$ cat src/rtl/stage2_conv_sched.sv
// stage2_conv_sched: replays each CI window over CO weight banks, tags the fixed-latency
// accumulator results and queues them in a credit-protected result FIFO.
`ifndef ACI_BW
`define ACI_BW 16
`endif
module stage2_conv_sched #(
   parameter int CO         = 4,
   parameter int N_WIN      = 64,
   parameter int LATENCY    = 7,
   parameter int FIFO_DEPTH = 8,
   parameter int DW         = `ACI_BW
)(
   input  logic          clk,
   input  logic          reset_n,
   input  logic          i_start,
   input  logic          i_win_valid,
   output logic          o_win_ready,
   output logic          o_fmap_hold,
   output logic          o_acc_valid,
   output logic [((CO > 1) ? $clog2(CO) : 1)-1:0] o_w_sel,
   input  logic          i_acc_valid,
   input  logic [DW-1:0] i_acc_data,
   output logic          o_res_valid,
   input  logic          i_res_ready,
   output logic [DW-1:0] o_res_data,
   output logic [((CO > 1) ? $clog2(CO) : 1)-1:0] o_res_co,
   output logic          o_res_last,
   output logic          o_busy,
   output logic          o_done,
   output logic          o_err
);
   localparam int CW = (CO > 1) ? $clog2(CO) : 1;
   localparam int WW = (N_WIN > 1) ? $clog2(N_WIN) : 1;
   localparam int FW = $clog2(FIFO_DEPTH + 1);
   localparam int PW = (FIFO_DEPTH > 1) ? $clog2(FIFO_DEPTH) : 1;
   localparam int TW = CW + 2;
   localparam int EW = DW + CW + 1;

   typedef enum logic [2:0] {S_IDLE, S_WAIT, S_ISSUE, S_DRAIN, S_DONE} state_t;

   state_t          r_state, w_next;
   logic [CW-1:0]   r_co;
   logic [WW-1:0]   r_win;
   logic [FW-1:0]   r_inflight;
   logic            r_err;
   logic [TW-1:0]   r_tag [LATENCY];
   logic [EW-1:0]   r_mem [FIFO_DEPTH];
   logic [PW-1:0]   r_wp, r_rp;
   logic [FW-1:0]   r_cnt;

   logic            w_credit, w_issue, w_co_end, w_win_end, w_push, w_pop;
   logic [TW-1:0]   w_tag_out;

   assign w_credit  = r_inflight < FW'(FIFO_DEPTH);
   assign w_issue   = (r_state == S_ISSUE) && w_credit;
   assign w_co_end  = r_co == CW'(CO - 1);
   assign w_win_end = r_win == WW'(N_WIN - 1);
   assign w_tag_out = r_tag[LATENCY-1];
   assign w_push    = w_tag_out[TW-1];
   assign w_pop     = o_res_valid && i_res_ready;

   assign o_w_sel     = o_acc_valid ? r_co : '0;
   assign o_busy      = r_state != S_IDLE;
   assign o_err       = r_err;
   assign o_res_valid = r_cnt != '0;
   assign {o_res_data, o_res_co, o_res_last} = o_res_valid ? r_mem[r_rp] : '0;

   always_ff @(posedge clk or negedge reset_n) begin
      if (!reset_n) r_state <= S_IDLE;
      else          r_state <= w_next;
   end

   always_comb begin
      w_next      = r_state;
      o_win_ready = 1'b0;
      o_fmap_hold = 1'b0;
      o_acc_valid = 1'b0;
      o_done      = 1'b0;
      case (r_state)
         S_IDLE:  w_next = i_start ? S_WAIT : S_IDLE;
         S_WAIT: begin
            o_win_ready = 1'b1;
            w_next      = i_win_valid ? S_ISSUE : S_WAIT;
         end
         S_ISSUE: begin
            o_fmap_hold = 1'b1;
            o_acc_valid = w_credit;
            w_next      = !(w_credit && w_co_end) ? S_ISSUE : w_win_end ? S_DRAIN : S_WAIT;
         end
         S_DRAIN: w_next = (r_inflight == '0) ? S_DONE : S_DRAIN;
         S_DONE: begin
            o_done = 1'b1;
            w_next = S_IDLE;
         end
         default: w_next = S_IDLE;
      endcase
   end

   // inflight covers both the accumulator pipe and the FIFO; a same-cycle pop is not counted as credit
   always_ff @(posedge clk or negedge reset_n) begin
      if (!reset_n) begin
         r_co       <= '0;
         r_win      <= '0;
         r_inflight <= '0;
         r_err      <= 1'b0;
      end else begin
         if (r_state == S_IDLE && i_start) r_win <= '0;
         if (r_state == S_WAIT && i_win_valid) r_co <= '0;
         if (w_issue) begin
            r_co <= w_co_end ? '0 : r_co + CW'(1);
            if (w_co_end && !w_win_end) r_win <= r_win + WW'(1);
         end
         r_inflight <= r_inflight + FW'(w_issue) - FW'(w_pop);
         if (w_push != i_acc_valid) r_err <= 1'b1;
      end
   end

   always_ff @(posedge clk or negedge reset_n) begin
      if (!reset_n) begin
         for (int i = 0; i < LATENCY; i++) r_tag[i] <= '0;
      end else begin
         r_tag[0] <= {w_issue, r_co, w_issue && w_co_end && w_win_end};
         for (int i = 1; i < LATENCY; i++) r_tag[i] <= r_tag[i-1];
      end
   end

   always_ff @(posedge clk) begin
      if (w_push) r_mem[r_wp] <= {i_acc_data, w_tag_out[TW-2:0]};
   end

   always_ff @(posedge clk or negedge reset_n) begin
      if (!reset_n) begin
         r_wp  <= '0;
         r_rp  <= '0;
         r_cnt <= '0;
      end else begin
         if (w_push) r_wp <= (r_wp == PW'(FIFO_DEPTH - 1)) ? '0 : r_wp + PW'(1);
         if (w_pop)  r_rp <= (r_rp == PW'(FIFO_DEPTH - 1)) ? '0 : r_rp + PW'(1);
         r_cnt <= r_cnt + FW'(w_push) - FW'(w_pop);
      end
   end
endmodule
$ cat config.mk
export PLATFORM = sky130hd
export DESIGN_NAME = stage2_conv_sched
export DESIGN_NICKNAME = d
export VERILOG_FILES = /design/src/rtl/stage2_conv_sched.sv
export SDC_FILE = /design/constraint.sdc
export NUM_CORES = 1
export LEC_CHECK = 0
export ABC_AREA = 1
export CAP_MARGIN = 20
export CORE_MARGIN = 8
export CORE_UTILIZATION = 45
export CTS_CLUSTER_DIAMETER = 200
export DETAILED_ROUTE_END_ITERATION = 10
export DONT_BUFFER_PORTS = 1
export PLACE_DENSITY_LB_ADDON = 0.12
export SLEW_MARGIN = 20
export SYNTH_ARGS = -nofsm -noshare
export SYNTH_HDL_FRONTEND = slang
export SYNTH_SLANG_ARGS = --single-unit
$ cat constraint.sdc
create_clock -name clk -period 4 [get_ports clk]
set_input_delay 0.8 -clock clk [delete_from_list [all_inputs] [get_ports clk]]
set_output_delay 0.8 -clock clk [all_outputs]
set_load 0.02 [all_outputs]
# [Word level (Yosys, flattened, before mapping)]
# Memory sizes are Yosys's and may differ from the RTL's.
# Cells that the tools add are included.
[totals] register_bits=54 latchBits=0 ram_bits=152 romBits=0 output_inout_bits=28 wordCells=70 memories=1
[mem_list] name="r_mem" depth=8 word_bits=19 rd=1 rd_clocked_by_memory_dff=0 write_ports=1 line="47" text="logic [EW-1:0] r_mem [FIFO_DEPTH];"
[op_classes] add_sub_neg=8 multipliers=0 div_mod_pow=0 order_cmp=1 eq_ne=9 shifts=0 n_mux=22 n_bitwise=0 reduce_logical=14
[ops] operator="2-to-1 mux 19 bit" n=1
[ops] operator="2-to-1 mux 6 bit" n=3
[ops] operator="2-to-1 mux 2 bit" n=7
[ops] operator="one-hot mux 3 bit (4 select lines)" n=1
[ops] operator="== test 3 bit, second input constant" n=3
[ops] operator="2-to-1 mux 3 bit" n=3
[ops] operator="adder 4 x 1 -> 4 bit" n=2
[ops] operator="logical AND 1 bit" n=8
[ops] operator="subtractor 4 x 1 -> 4 bit" n=2
[ops] operator="2-to-1 mux 1 bit" n=7
[ops] operator="adder 3 x 1 -> 3 bit, second input constant" n=2
[ops] operator="adder 6 x 1 -> 6 bit, second input constant" n=1
[ops] operator="== test 3 x 2 -> 1 bit, second input constant" n=2
[ops] operator="== test 6 bit, second input constant" n=1
[ops] operator="zero test 4 bit" n=1
[ops] operator="less-than comparator 4 bit, second input constant" n=1
[ops] operator="nonzero test 4 bit" n=1
[ops] operator="== test 3 x 1 -> 1 bit, second input constant" n=1
[ops] operator="zero test 3 bit" n=1
[ops] operator="nonzero test 3 bit" n=1
[ops] operator="adder 2 x 1 -> 2 bit, second input constant" n=1
[ops] operator="== test 2 bit, second input constant" n=1
[ops] operator="nonzero test 2 bit" n=1
[ops] operator="zero test 1 bit" n=1
[ops] operator="!= test 1 bit" n=1

# [Longest topological paths before layout]
[depth] ltp_word=5 ltp_mapped=11 mapped_depth_nobuf=11

# [Worst setup path before layout]
# Ideal clock, no wire load.
[synth_path] path_kind="flip-flop to output port" startpoint="register r_cnt[2]" endpoint="output port o_res_data[10]" arrival_time_ns=1.415 required_time_ns=3.200 setup_slack_ns=1.785 stages_incl_launch_ff=7 path_buffers=1 path_cell_list="dfrtp_1 inv_1 ha_1 nand2_1 clkbuf_1 nand2_1 nor2_1"
[synth_between] elab_chain_cells=2
[synth_rtl] element="from (decl)" line="49" text="logic [FW-1:0] r_cnt;"
[synth_rtl] element="from (signal assigned)" line="139" text="r_cnt <= r_cnt + FW'(w_push) - FW'(w_pop);"
[synth_rtl] element="nonzero test 4 bit" line="65" text="assign o_res_valid = r_cnt != '0;"
[synth_rtl] element="via o_res_valid" line="23" text="output logic o_res_valid,"
[synth_rtl] element="2-to-1 mux 19 bit" line="66" text="assign {o_res_data, o_res_co, o_res_last} = o_res_valid ? r_mem[r_rp] : '0;"
[synth_rtl] element="to (decl)" line="25" text="output logic [DW-1:0] o_res_data,"
# The timed path passes the listed nets, and every way through them passes these cells.

# [Final worst setup path]
[layout_path] startpoint="register r_rp[0]" endpoint="output port o_res_data[13]"
[layout_between] elab_chain_cells=2
[layout_rtl] element="from (decl)" line="48" text="logic [PW-1:0] r_wp, r_rp;"
[layout_rtl] element="from (signal assigned)" line="138" text="if (w_pop) r_rp <= (r_rp == PW'(FIFO_DEPTH - 1)) ? '0 : r_rp + PW'(1);"
[layout_rtl] element="memory read (8 x 19 bit)"
[layout_rtl] element="2-to-1 mux 19 bit" line="66"
# Every way passes these cells.

==> impl_metrics.tcl <==
set metrics [dict create \
    worstSetupPathType "reg2out" \
    netlist_area_sq_um 8490 \
    grt_pass1_vias 5148 \
    track_usage 0.151 \
    status "finished clean" \
    hold_viol 0 \
    clk_latency_ns 0.49 \
    yosysSeqAreaShare 0.697 \
    routed_via_density 5.00 \
    cts_tree "yes" \
    yosys_warnings 0 \
    worstPathRequired_ns 3.20 \
    tns_ns 0 \
    vias 5188 \
    vdd_drop_max_mv 0.468 \
    ctsResizeCount 0 \
    max_freq_mhz 307 \
    cts_setup_buffers 0 \
    cts.sink_count 206 \
    path_clk_slew_ns 0.06 \
    initial_core_util 0.457 \
    grt_pass1_wl_um 28100 \
    chipHeight_um 153 \
    core-area_sq_um 18600 \
    cts_buffer_depth 3 \
    drtIter0Drc 252 \
    syn_area_per_cell_sq_um 10.9 \
    hold_ws_ns 0.151 \
    htreeDepth 1 \
    leakagePower_nw 4.05 \
    port_buffers 0 \
    grt_max_degree 79 \
    overflow 0 \
    synth-seq-cells 206 \
    worstHoldPathType "in2async" \
    nets 826 \
    die_area_sq_um 23500 \
    rsz0062_at_grt "false" \
    drv_slew 0 \
    cts_buffers 23 \
    finalSetupViolCount 0 \
    die_w_um 153 \
    cp.arrival_ns 2.46 \
    tightest_slew_ns 0.958 \
    drt-wirelength-per-cell_um 16.9 \
    drc 0 \
    drv_cap 0 \
    routed_wl_um 17500 \
    cts-root-buf "clkbuf_16" \
    dr.pass1.iters 4 \
    gp_congestion 0.752 \
    num_rows 50 \
    synth.distinct_cells 25 \
    setup.worst_path.start_class "flip-flop" \
    fin_crit_sh 0.814 \
    antennaDiodeCount 0 \
    worstSetupEndpointType "output pin" \
    fin_skew_ns 0.0156 \
    slew_headroom 0.360 \
    antenna_found_initial 0 \
    ios 50 \
    powerDensity_nw_per_um2 756 \
    post-route-min-period_ns 3.26 \
    cp_max_fo 78 \
    r2r_cells 11 \
    dpl.hpwl_um 9750 \
    fillers 1656 \
    syn_nets 818 \
    detail-route-antenna-nets 0 \
    synthToLayoutAreaGrowth_pct 12.7 \
    synth_cells 780 \
    hold_buffers 1 \
    drive_gt1_frac 0.0785 \
]
==> sequential cells by signal, indices dropped and copies added, names as in the netlist <==
register	cells
r_state	3
r_mem	152
r_cnt	4
r_co	2
r_inflight	4
r_rp	3
r_win	6
o_err	1
w_tag_out	4
r_tag	24
r_wp	3
==> routing by layer <==
layer	part of all wire	vias to the layer above	GRT usage
met4	0.011	0	0.0425
met5	0	-	0
met3	0.055	19	0.0285
met2	0.49	101	0.259
met1	0.44	2504	0.191
li1	-	2564	-
==> report_power, final <==
group | switching (W) | total [W] | internal (W)
clock network | 0.000773 | 0.00225 | 0.00148
logic | 0.00158 | 0.00219 | 0.000607
registers | 0.000174 | 0.00279 | 0.00261
==> metrics by stage <==
stage,util,instances,power (W),instance area (sq um),setup WS [ns]
after detailed placement,0.469,996,0.00505,8720,1.08
final,0.515,1037,0.00723,9560,0.743
after global routing,0.515,1037,0.00772,9560,0.502
after floorplan,-,780,0.00454,8490,1.79
after CTS,0.515,1037,0.00734,9560,0.690
after global placement,0.469,996,0.00497,8720,1.20
==> cells in the mapped netlist, drive strengths merged <==
master / n / area [sq um]
nand2: 199 / 749
edfxtp: 152 / 4560
nor2: 138 / 533
inv: 73 / 277
dfrtp: 54 / 1350
nand3: 52 / 260
o21ai: 47 / 235
buf: 20 / 144
ha: 14 / 175
clkbuf: 12 / 45.0
xnor2: 5 / 43.8
nand4: 4 / 25.0
a21oi: 3 / 15.0
fa: 2 / 40.0
nor3: 2 / 10.0
nor4: 1 / 6.26
o21a: 1 / 7.51
or2: 1 / 6.26
==> worst paths after layout <==
path,startpoint,end,slack (ns)
setup / recovery,r_rp[0]$_DFFE_PN0P_,o_res_data[13],0.74
min in group clk,r_tag[17]$_DFF_PN0_,r_tag[13]$_DFF_PN0_,0.34
hold reg to reg,r_tag[17]$_DFF_PN0_,r_tag[13]$_DFF_PN0_,0.34
hold / removal,reset_n,r_win[2]$_DFF_PN0_,0.15
max in group asynchronous,reset_n,r_rp[0]$_DFFE_PN0P_,3.58
setup reg to reg,r_cnt[2]$_DFF_PN0_,r_inflight[2]$_DFF_PN0_,1.09
==> cell usage in the layout, fill, tap and decap left out <==
| cell type | netlist | layout |
|---|---|---|
| nand2_1 | 198 | 198 |
| edfxtp_1 | 152 | 152 |
| nor2_1 | 136 | 128 |
| inv_1 | 70 | 70 |
| dfrtp_1 | 54 | 53 |
| nand3_1 | 52 | 52 |
| o21ai_0 | 47 | 47 |
| clkbuf_16 | 0 | 23 |
| ha_1 | 14 | 14 |
| buf_4 | 1 | 14 |
| nor2_2 | 0 | 8 |
| clkbuf_1 | 12 | 8 |
| bufinv_16 | 0 | 6 |
| xnor2_1 | 5 | 5 |
| nand4_1 | 4 | 4 |
| a21oi_1 | 3 | 3 |
| inv_2 | 2 | 2 |
| nor2_4 | 2 | 2 |
| nor3_1 | 2 | 2 |
| fa_1 | 2 | 2 |
| clkbuf_8 | 0 | 2 |
| nor4_1 | 1 | 1 |
| nand2_2 | 1 | 1 |
| or2_2 | 1 | 1 |
| inv_4 | 1 | 1 |
| o21a_1 | 1 | 1 |
| clkinv_2 | 0 | 1 |
| buf_16 | 0 | 1 |
| dfrtp_2 | 0 | 1 |
==> layout make-up <==
| type | instances | area (sq um) | area share |
|---|---|---|---|
| Sequential cell | 206 | 5920 | 0.619 |
| Multi-Input combinational cell | 469 | 2130 | 0.222 |
| Clock buffer | 33 | 633 | 0.0662 |
| Tap cell | 234 | 293 | 0.0306 |
| Inverter | 73 | 277 | 0.0289 |
| Clock inverter | 7 | 185 | 0.0194 |
| Timing Repair Buffer | 15 | 133 | 0.0139 |
==> worst max-delay path, stage by stage, from the launching register on <==
cell and delay (ns):
dfrtp_2 0.38, buf_4 0.68, nand2_1 0.11, nand2_1 0.10
nand2_1 0.05, nand3_1 0.10, nand2_1 0.08, nor2_1 0.43
==> cells by family after synthesis <==
family | share of synthesized area
flops | 0.697
fa+ha+maj | 0.0254
simple gates | 0.187
xor+xnor | 0.00516
compound gates | 0.0304
buf+inv | 0.0548
No activity file was read; power rests on OpenSTA's default activity.
